--- config.mk ---
export PLATFORM = sky130hd
export DESIGN_NAME = tnew_hazard_pipe
export DESIGN_NICKNAME = d
export VERILOG_FILES = /design/src/rtl/hazard_pkg.sv /design/src/rtl/tnew_hazard_pipe_stage.sv /design/src/rtl/tnew_hazard_pipe.sv
export SDC_FILE = /design/constraint.sdc
export NUM_CORES = 1
export LEC_CHECK = 0
export ABC_AREA = 1
export BUFFER_PORTS_ARGS = -buffer_cell sky130_fd_sc_hd__buf_2
export CORE_ASPECT_RATIO = 2
export CORE_MARGIN = 2
export CORE_UTILIZATION = 55
export CTS_CLUSTER_SIZE = 16
export DETAILED_ROUTE_END_ITERATION = 6
export PLACE_DENSITY = 0.86
export SLEW_MARGIN = 40
export SYNTH_ARGS = -nofsm -noshare
export SYNTH_HDL_FRONTEND = slang
export SYNTH_SLANG_ARGS = --single-unit
--- constraint.sdc ---
create_clock -name clk -period 3.3 [get_ports clk]
set_input_delay 0.33 -clock clk [delete_from_list [all_inputs] [get_ports clk]]
set_output_delay 0.33 -clock clk [all_outputs]
set_load 0.005 [all_outputs]
--- src/rtl/hazard_pkg.sv ---
// Shared definitions for the Tnew hazard pipeline: default widths, the stage
// entry layout, the saturating Tnew decrement and the forward-select code
// meaning "read the register file".
package hazard_pkg;

    // Default widths of Tnew/Tuse and of a register address.
    localparam int TW_DEF = 2;
    localparam int AW_DEF = 5;

    // Forward-select value that means "no forwarding, use the register file".
    localparam int FWD_RF = 0;

    // One tracked stage: does it write a register, which one, and how many
    // cycles until its result exists.
    typedef struct packed {
        logic              valid;
        logic [AW_DEF-1:0] addr;
        logic [TW_DEF-1:0] tnew;
    } stage_entry_t;

    // Saturating decrement, applied on every stage transfer. Written on a
    // 32-bit operand so that any Tnew width can use it after a size cast.
    function automatic logic [31:0] sat_dec(input logic [31:0] x);
        return (x == 32'd0) ? 32'd0 : x - 32'd1;
    endfunction

endpackage

--- src/rtl/tnew_hazard_pipe_stage.sv ---
// tnew_stage: a single {valid, addr, Tnew} pipeline register.
// Asynchronous reset, synchronous flush, hold while en is low, bubble insert,
// and a saturating Tnew decrement on every load. Register $0 is never
// loaded as valid, so bubbles always carry addr=0 and tnew=0.
module tnew_stage
    import hazard_pkg::*;
#(
    parameter int TW = TW_DEF,
    parameter int AW = AW_DEF
) (
    input  logic          clk,
    input  logic          reset,
    input  logic          en,
    input  logic          flush,
    input  logic          bubble,
    input  logic          d_valid,
    input  logic [AW-1:0] d_addr,
    input  logic [TW-1:0] d_tnew,
    output logic          q_valid,
    output logic [AW-1:0] q_addr,
    output logic [TW-1:0] q_tnew
);

    logic          r_valid;
    logic [AW-1:0] r_addr;
    logic [TW-1:0] r_tnew;

    // A load is real only for a valid, non-$0 writer that is not being bubbled.
    logic w_load;
    assign w_load = !bubble && d_valid && (d_addr != '0);

    // Stage register: reset > flush > hold (!en) > load or bubble.
    always_ff @(posedge clk or posedge reset) begin
        if (reset) begin
            r_valid <= 1'b0;
            r_addr  <= '0;
            r_tnew  <= '0;
        end else if (flush) begin
            r_valid <= 1'b0;
            r_addr  <= '0;
            r_tnew  <= '0;
        end else if (en) begin
            if (w_load) begin
                r_valid <= 1'b1;
                r_addr  <= d_addr;
                r_tnew  <= TW'(sat_dec(32'(d_tnew)));
            end else begin
                r_valid <= 1'b0;
                r_addr  <= '0;
                r_tnew  <= '0;
            end
        end
    end

    assign q_valid = r_valid;
    assign q_addr  = r_addr;
    assign q_tnew  = r_tnew;

endmodule

--- src/rtl/tnew_hazard_pipe.sv ---
// tnew_hazard_pipe: tracks {valid, dest, Tnew} of the instructions in the
// NSTAGE stages after D (stage 0 youngest) and derives, for the two D source
// operands, the RAW stall request and forwarding selects.
// Optional build macro: HAZARD_STATS_EN adds a saturating stall_cnt output
// counting cycles with stall_req=1 and en=1.
module tnew_hazard_pipe
    import hazard_pkg::*;
#(
    parameter  int NSTAGE = 3,
    parameter  int TW     = TW_DEF,
    parameter  int AW     = AW_DEF,
    localparam int FSW    = $clog2(NSTAGE + 1)
) (
    input  logic                 clk,
    input  logic                 reset,
    input  logic                 en,
    input  logic                 stall,
    input  logic                 flush,
    input  logic                 in_valid,
    input  logic [AW-1:0]        in_addr,
    input  logic [TW-1:0]        in_tnew,
    input  logic [AW-1:0]        rs_addr,
    input  logic [AW-1:0]        rt_addr,
    input  logic [TW-1:0]        rs_tuse,
    input  logic [TW-1:0]        rt_tuse,
    output logic [NSTAGE-1:0]    st_valid,
    output logic [NSTAGE*AW-1:0] st_addr,
    output logic [NSTAGE*TW-1:0] st_tnew,
    output logic                 stall_req,
    output logic [FSW-1:0]       fwd_sel_rs,
    output logic [FSW-1:0]       fwd_sel_rt
`ifdef HAZARD_STATS_EN
    ,
    output logic [31:0]          stall_cnt
`endif
);

    // Unpacked view of the stage contents, shared by the chain and the
    // match logic.
    logic [NSTAGE-1:0] w_v;
    logic [AW-1:0]     w_a [NSTAGE];
    logic [TW-1:0]     w_t [NSTAGE];

    // ------------------------------------------------------------------
    // Stage chain. Stage 0 loads from D (and takes the D-stall bubble);
    // every later stage loads from its predecessor. An invalid predecessor
    // already holds {0,0,0}, so passing it on reproduces the bubble.
    // ------------------------------------------------------------------
    genvar gi;
    generate
        for (gi = 0; gi < NSTAGE; gi++) begin : g_stage
            if (gi == 0) begin : g_head
                tnew_stage #(.TW(TW), .AW(AW)) u_stage (
                    .clk     (clk),
                    .reset   (reset),
                    .en      (en),
                    .flush   (flush),
                    .bubble  (stall),
                    .d_valid (in_valid),
                    .d_addr  (in_addr),
                    .d_tnew  (in_tnew),
                    .q_valid (w_v[gi]),
                    .q_addr  (w_a[gi]),
                    .q_tnew  (w_t[gi])
                );
            end else begin : g_body
                tnew_stage #(.TW(TW), .AW(AW)) u_stage (
                    .clk     (clk),
                    .reset   (reset),
                    .en      (en),
                    .flush   (flush),
                    .bubble  (1'b0),
                    .d_valid (w_v[gi-1]),
                    .d_addr  (w_a[gi-1]),
                    .d_tnew  (w_t[gi-1]),
                    .q_valid (w_v[gi]),
                    .q_addr  (w_a[gi]),
                    .q_tnew  (w_t[gi])
                );
            end

            assign st_addr[gi*AW +: AW] = w_a[gi];
            assign st_tnew[gi*TW +: TW] = w_t[gi];
        end
    endgenerate

    assign st_valid = w_v;

    // ------------------------------------------------------------------
    // Source matching. Index 0 is rs, index 1 is rt. The youngest valid
    // writer of the source register decides: ready (tnew=0) forwards from
    // its stage, not ready either stalls (result later than Tuse) or waits
    // for a later stage to forward. Older writers are shadowed.
    // ------------------------------------------------------------------
    logic [AW-1:0]  w_src_addr  [2];
    logic [TW-1:0]  w_src_tuse  [2];
    logic [FSW-1:0] w_src_sel   [2];
    logic           w_src_stall [2];

    assign w_src_addr[0] = rs_addr;
    assign w_src_addr[1] = rt_addr;
    assign w_src_tuse[0] = rs_tuse;
    assign w_src_tuse[1] = rt_tuse;

    generate
        for (gi = 0; gi < 2; gi++) begin : g_src
            logic           w_hit;
            logic [FSW-1:0] w_hit_sel;
            logic [TW-1:0]  w_hit_tnew;

            // Scan oldest to youngest so the youngest match is the last
            // assignment and overrides every older one.
            always_comb begin
                w_hit      = 1'b0;
                w_hit_sel  = FSW'(FWD_RF);
                w_hit_tnew = '0;
                for (int i = NSTAGE - 1; i >= 0; i--) begin
                    if (w_v[i] && (w_a[i] == w_src_addr[gi]) && (w_src_addr[gi] != '0)) begin
                        w_hit      = 1'b1;
                        w_hit_sel  = FSW'(i + 1);
                        w_hit_tnew = w_t[i];
                    end
                end
            end

            // Turn the youngest match into a forward select and stall vote.
            always_comb begin
                w_src_sel[gi]   = FSW'(FWD_RF);
                w_src_stall[gi] = 1'b0;
                if (w_hit) begin
                    if (w_hit_tnew == '0) begin
                        w_src_sel[gi] = w_hit_sel;
                    end else begin
                        w_src_stall[gi] = (w_hit_tnew > w_src_tuse[gi]);
                    end
                end
            end
        end
    endgenerate

    assign fwd_sel_rs = w_src_sel[0];
    assign fwd_sel_rt = w_src_sel[1];
    assign stall_req  = w_src_stall[0] | w_src_stall[1];

`ifdef HAZARD_STATS_EN
    logic [31:0] r_stall_cnt;

    // Count advancing cycles spent stalled; saturate, survive flush.
    always_ff @(posedge clk or posedge reset) begin
        if (reset) begin
            r_stall_cnt <= '0;
        end else if (stall_req && en && (r_stall_cnt != 32'hFFFF_FFFF)) begin
            r_stall_cnt <= r_stall_cnt + 32'd1;
        end
    end

    assign stall_cnt = r_stall_cnt;
`else
    // Statistics counter not built: no extra port, no extra state.
`endif

endmodule

Word-level counts from Yosys, hierarchy flattened:

Cells that the tools add are included.

* input port bits: 27
* logic and storage cells: 105
* bits in registers: 24
* output and inout port bits: 29

* bitwise operators: 1
* order comparisons: 2
* reductions and logical operators: 28
* eq/ne operators: 6
* add/sub/neg operators: 3
* mux-type cells: 56

Operator list (number)
* $mux W2: 28
* $mux W5: 9
* $eq A5 B5 Y1: 6
* $reduce_bool A5 Y1: 5
* $mux W1: 19
* $logic_and A1 B1 Y1: 16
* $logic_not A2 Y1: 5
* $sub A2 B1 Y2 const B: 3
* $gt A2 B2 Y1: 2
* $reduce_bool A2 Y1: 1
* $logic_not A1 Y1: 1
* $or A1 B1 Y1: 1

Logic depth before layout (Yosys ltp):

* depth after elaboration: 10
* gate-level depth with buffers: 17

By module:

A second synthesis with hierarchy kept.

* cells, all modules: 334
* area total of the unflattened synthesis: 2057.0 um^2

By module, submodules not included
* tnew_stage: times used 3, cells each 47, area each 381.6 um^2
* tnew_hazard_pipe: times used 1, cells each 193, area each 912.1 um^2

Worst setup path before layout:

Ideal clock, no wire load.

* kind: register -> output
* from: register g_stage[1].g_body.u_stage.r_addr[4]
* to: output stall_req
* cell stages (with the launch flop): 16
* data required time: 2.970 ns
* path slack: 1.298 ns
* data arrival time: 1.672 ns
* cell sequence: dfrtp_1 inv_1 nand2_1 nand2_1 nand2_1 nor2_2 nand2_2 nand3_1 nand2_1 nand2_1 inv_1 ha_1 a21oi_1 a21oi_1 nand2_1 nand2_1

* word-level cells in the longest chain between the ends: 9
* elaborated cells on any way between the ends: 23

Ends and longest elaborated chain
* start: declaration: RTL line tnew_hazard_pipe_stage.sv:25 `logic [AW-1:0] r_addr;`
* start signal: assignment: RTL line tnew_hazard_pipe_stage.sv:45 `r_addr <= d_addr;`
* $eq A5 B5 Y1: RTL line tnew_hazard_pipe.sv:118 `if (w_v[i] && (w_a[i] == w_src_addr[gi]) && (w_src_addr[gi] != '0)) begin`
* $logic_and A1 B1 Y1 (2 in a row): RTL line tnew_hazard_pipe.sv:118
* $mux W2 (2 in a row): RTL line tnew_hazard_pipe.sv:118
* $gt A2 B2 Y1 or $logic_not A2 Y1 (tied branches): RTL line tnew_hazard_pipe.sv:134, tnew_hazard_pipe.sv:131
* $mux W1: RTL line tnew_hazard_pipe.sv:131 `if (w_hit_tnew == '0) begin`
* $mux W1: RTL line tnew_hazard_pipe.sv:130 `if (w_hit) begin`
* $or A1 B1 Y1 (*): RTL line tnew_hazard_pipe.sv:143 `assign stall_req = w_src_stall[0] | w_src_stall[1];`
* end: declaration: RTL line tnew_hazard_pipe.sv:29 `output logic stall_req,`

Mark *: on every way between the ends. The rest lies on a longest branch, timed or not.

Worst setup path after layout:

* from: register g_stage[0].g_head.u_stage.r_addr[3]
* to: output stall_req

* word-level cells in the longest chain between the ends: 8
* elaborated cells on any way between the ends: 19

Ends and longest elaborated chain (RTL line)
* start: declaration: tnew_hazard_pipe_stage.sv:25
* start signal: assignment: tnew_hazard_pipe_stage.sv:45
* $eq A5 B5 Y1: tnew_hazard_pipe.sv:118
* $logic_and A1 B1 Y1 (2 in a row): tnew_hazard_pipe.sv:118
* $mux W2: tnew_hazard_pipe.sv:118
* $gt A2 B2 Y1 or $logic_not A2 Y1 (tied branches): tnew_hazard_pipe.sv:134, tnew_hazard_pipe.sv:131
* $mux W1: tnew_hazard_pipe.sv:131
* $mux W1: tnew_hazard_pipe.sv:130
* $or A1 B1 Y1 (*): tnew_hazard_pipe.sv:143

Marks and branches as above.

==> flow_summary.json <==
{
  "status": "finished clean",
  "cp.required_ps": 2970,
  "core-area_um2": 3160,
  "path_max_fanout": 5,
  "dieArea_um2": 3830,
  "synth_cell_type_count": 26,
  "placedCellCount": 360,
  "cts_tree": "yes",
  "synth_top_area_share": 0.329,
  "min_period_ps": 2650,
  "drt_iter0_drc": 77,
  "ys_async_sr_fraction": 1.00,
  "worstPathArrival_ps": 2320,
  "wl_met2_um": 2770,
  "fp.dieW_um": 44.8,
  "vias_per_cell": 5.61,
  "slew_headroom": 0.544,
  "groute.usage.overall": 0.284,
  "drc": 0,
  "ios": 56,
  "fin_crit_sh": 0.802,
  "grt_max_degree": 25,
  "hold_violations": 0,
  "endpoint_kind": "primary output",
  "p_per_area_nw_per_um2": 273,
  "clk_pin_slew_ps": 80,
  "antenna_found_initial": 0,
  "rsz0062_at_grt": "false",
  "grt_pass1_wl_um": 8130,
  "worst_pin_slew_ps": 682,
  "dp_hpwl_um": 4050,
  "slew_violations": 0,
  "fill_cells": 281,
  "syn_nets": 310,
  "drive_gt1_frac": 0.279,
  "gr-total-overflow": 0,
  "syn_to_final_growth_pct": 18.5,
  "reg2reg_to": "g_stage[1].g_body.u_stage.q_valid$_DFFE_PP0P_",
  "io_buffers": 55,
  "synth_warnings": 0,
  "synth_edf_count": 0,
  "diodes": 0,
  "place_congestion": 0.901,
  "critPathKind": "reg -> out",
  "maxCapViolCount": 0,
  "clock-skew-final_ps": 2.81,
  "top_layer_used": "met4",
  "die_h_um": 85.5,
  "wire_per_inst_um": 13.5,
  "ys_seq_area_frac": 0.329,
  "syn_inst": 279,
  "vias": 2042,
  "cts-root-buf": "clkbuf_8",
  "p_leak_uw": 0.00122,
  "cts_resized": 0,
  "grt_pass1_vias": 2022,
  "reg2reg_depth": 3,
  "drt-met1-wl_um": 1680,
  "ctsHtreeMaxLevel": 1,
  "rr_startpoint": "g_stage[0].g_head.u_stage.q_addr[0]$_DFFE_PP0P_",
  "drtAntennaViolNets": 0,
  "reg2reg_slack_ps": 2130,
  "clock_latency_ps": 280,
  "synth_area_um2": 1830,
  "yosysTopAreaCell": "dfrtp_1",
  "cts_made_buffers": 3,
  "seq_area_um2": 601,
  "peakVddDrop_mv": 0.308,
  "hold_path_class": "in -> async",
  "postRouteWirelength_um": 4910,
  "ys_ff_latch": 24,
  "setup_viol": 0,
  "yosys-top-cells-count": "nand2_1 (86), inv_1 (42), dfrtp_1 (24)",
  "max_freq_mhz": 378,
  "layout.nets": 365,
  "multi_input_area_um2": 995,
  "fin_cells": 364,
  "row_count": 29,
  "cts_sinks": 24,
  "yosys.cell_count.top_type": "nand2_1",
  "dr.pass1.iters": 4,
  "cts_setup_buffers": 0,
  "setup_tns_ps": 0,
  "start_util": 0.579,
  "hold_buffers": 0,
  "place_area_um2": 2110,
  "synth.avg_cell_area_um2": 6.55,
  "start_kind": "flop",
  "fin_area_um2": 2170,
  "wl_met3_um": 225,
  "synthTopCellsByArea": "dfrtp_1 (33%), nand2_1 (18%), inv_1 (8.6%)",
  "clock_tree.buffer_depth": 2,
  "ys.flop_type": "dfrtp_1"
}
==> critical path: stages, from the launching register on <==
cell and delay [ps]:
dfrtp_1 450, inv_2 90, a21oi_1 170, nand2_1 100
nor2_1 120, nand2_1 110, inv_1 120, nand2_1 60
nand2_1 90, inv_1 50, ha_1 280, a21oi_1 140
a21oi_1 50, nand2_1 60, nand2_1 40, buf_2 110
==> worst max-delay path by stage <==
stage	start	to	slack, ps	cells past startpoint
global placement	rs_addr[1]	stall_req	1000	17
detailed placement	rt_addr[1]	stall_req	960	17
floorplan	g_stage[1].g_body.u_stage.q_addr[4]$_DFFE_PP0P_	stall_req	1300	15
finish	g_stage[0].g_head.u_stage.q_addr[3]$_DFFE_PP0P_	stall_req	650	15
CTS	g_stage[0].g_head.u_stage.q_addr[3]$_DFFE_PP0P_	stall_req	660	15
global route	g_stage[2].g_body.u_stage.q_addr[1]$_DFFE_PP0P_	stall_req	440	16
==> per-layer routing <==
metal | GRT usage | vias up
li1 | - | 998
met1 | 0.274 | 938
met2 | 0.527 | 85
met3 | 0.0295 | 21
met4 | 0.179 | 0
met5 | 0 | -
==> stage by stage <==
| stage | hold WS, ps | utilization | power [µW] | setup slack [ps] |
|---|---|---|---|---|
| floorplan | 345 | - | 358 | 1300 |
| global placement | 495 | 0.669 | 392 | 1000 |
| detailed placement | 376 | 0.669 | 395 | 964 |
| CTS | 81.1 | 0.686 | 591 | 662 |
| global route | 105 | 0.686 | 613 | 445 |
| finish | 63.2 | 0.686 | 592 | 654 |
==> power breakdown <==
group / internal [µW] / switching [µW]
clock: 107 / 95.3
sequential: 296 / 2.61
combinational: 32.6 / 58.8
total: 436 / 157
==> state kept, by name (all words and copies together) (netlist names) <==
| register | count |
|---|---|
| g_stage.g_head.u_stage.q_valid | 1 |
| g_stage.g_body.u_stage.q_tnew | 4 |
| g_stage.g_head.u_stage.q_addr | 5 |
| g_stage.g_body.u_stage.q_addr | 10 |
| g_stage.g_head.u_stage.q_tnew | 2 |
| g_stage.g_body.u_stage.q_valid | 2 |
==> cell usage in the layout, fill, tap and decap left out <==
cell type  Yosys  layout
buf_2          0      55
nor2_1        20      20
o32ai_1        3       3
o21ai_0        5       5
inv_1         42      41
a21oi_1       10      10
o211ai_1       2       2
xor2_1         2       2
ha_1           4       4
nand2_1       86      86
nand3_2        1       1
clkbuf_8       0       4
xnor2_1        2       2
o31ai_1        2       2
o22ai_1       16      16
nand3b_1       1       1
a31o_2         3       3
nand3_1       13      13
o21ai_1        2       2
nand2_2       10      10
nor3_1         3       3
nor2_4         3       3
nor2_2         4       4
dfrtp_1       24      24
inv_2         12      13
nand4_1        4       4
==> logic make-up after synthesis <==
| family | count (synthesis) | synth area share |
|---|---|---|
| fa+ha+maj | 4 | 0.0274 |
| xor+xnor | 4 | 0.0192 |
| simple gates | 145 | 0.351 |
| buf+inv | 59 | 0.127 |
| compound gates | 43 | 0.146 |
| flops | 24 | 0.329 |
==> cell type report <==
type                       count  share of cell area
sequential                    24               0.277
clock buffer                   4              0.0254
timing repair buffer          55               0.127
tap                           31              0.0179
inverter                      54              0.0935
multi-input combinational    196               0.459
Note: power is estimated with default switching activity, not from simulation.
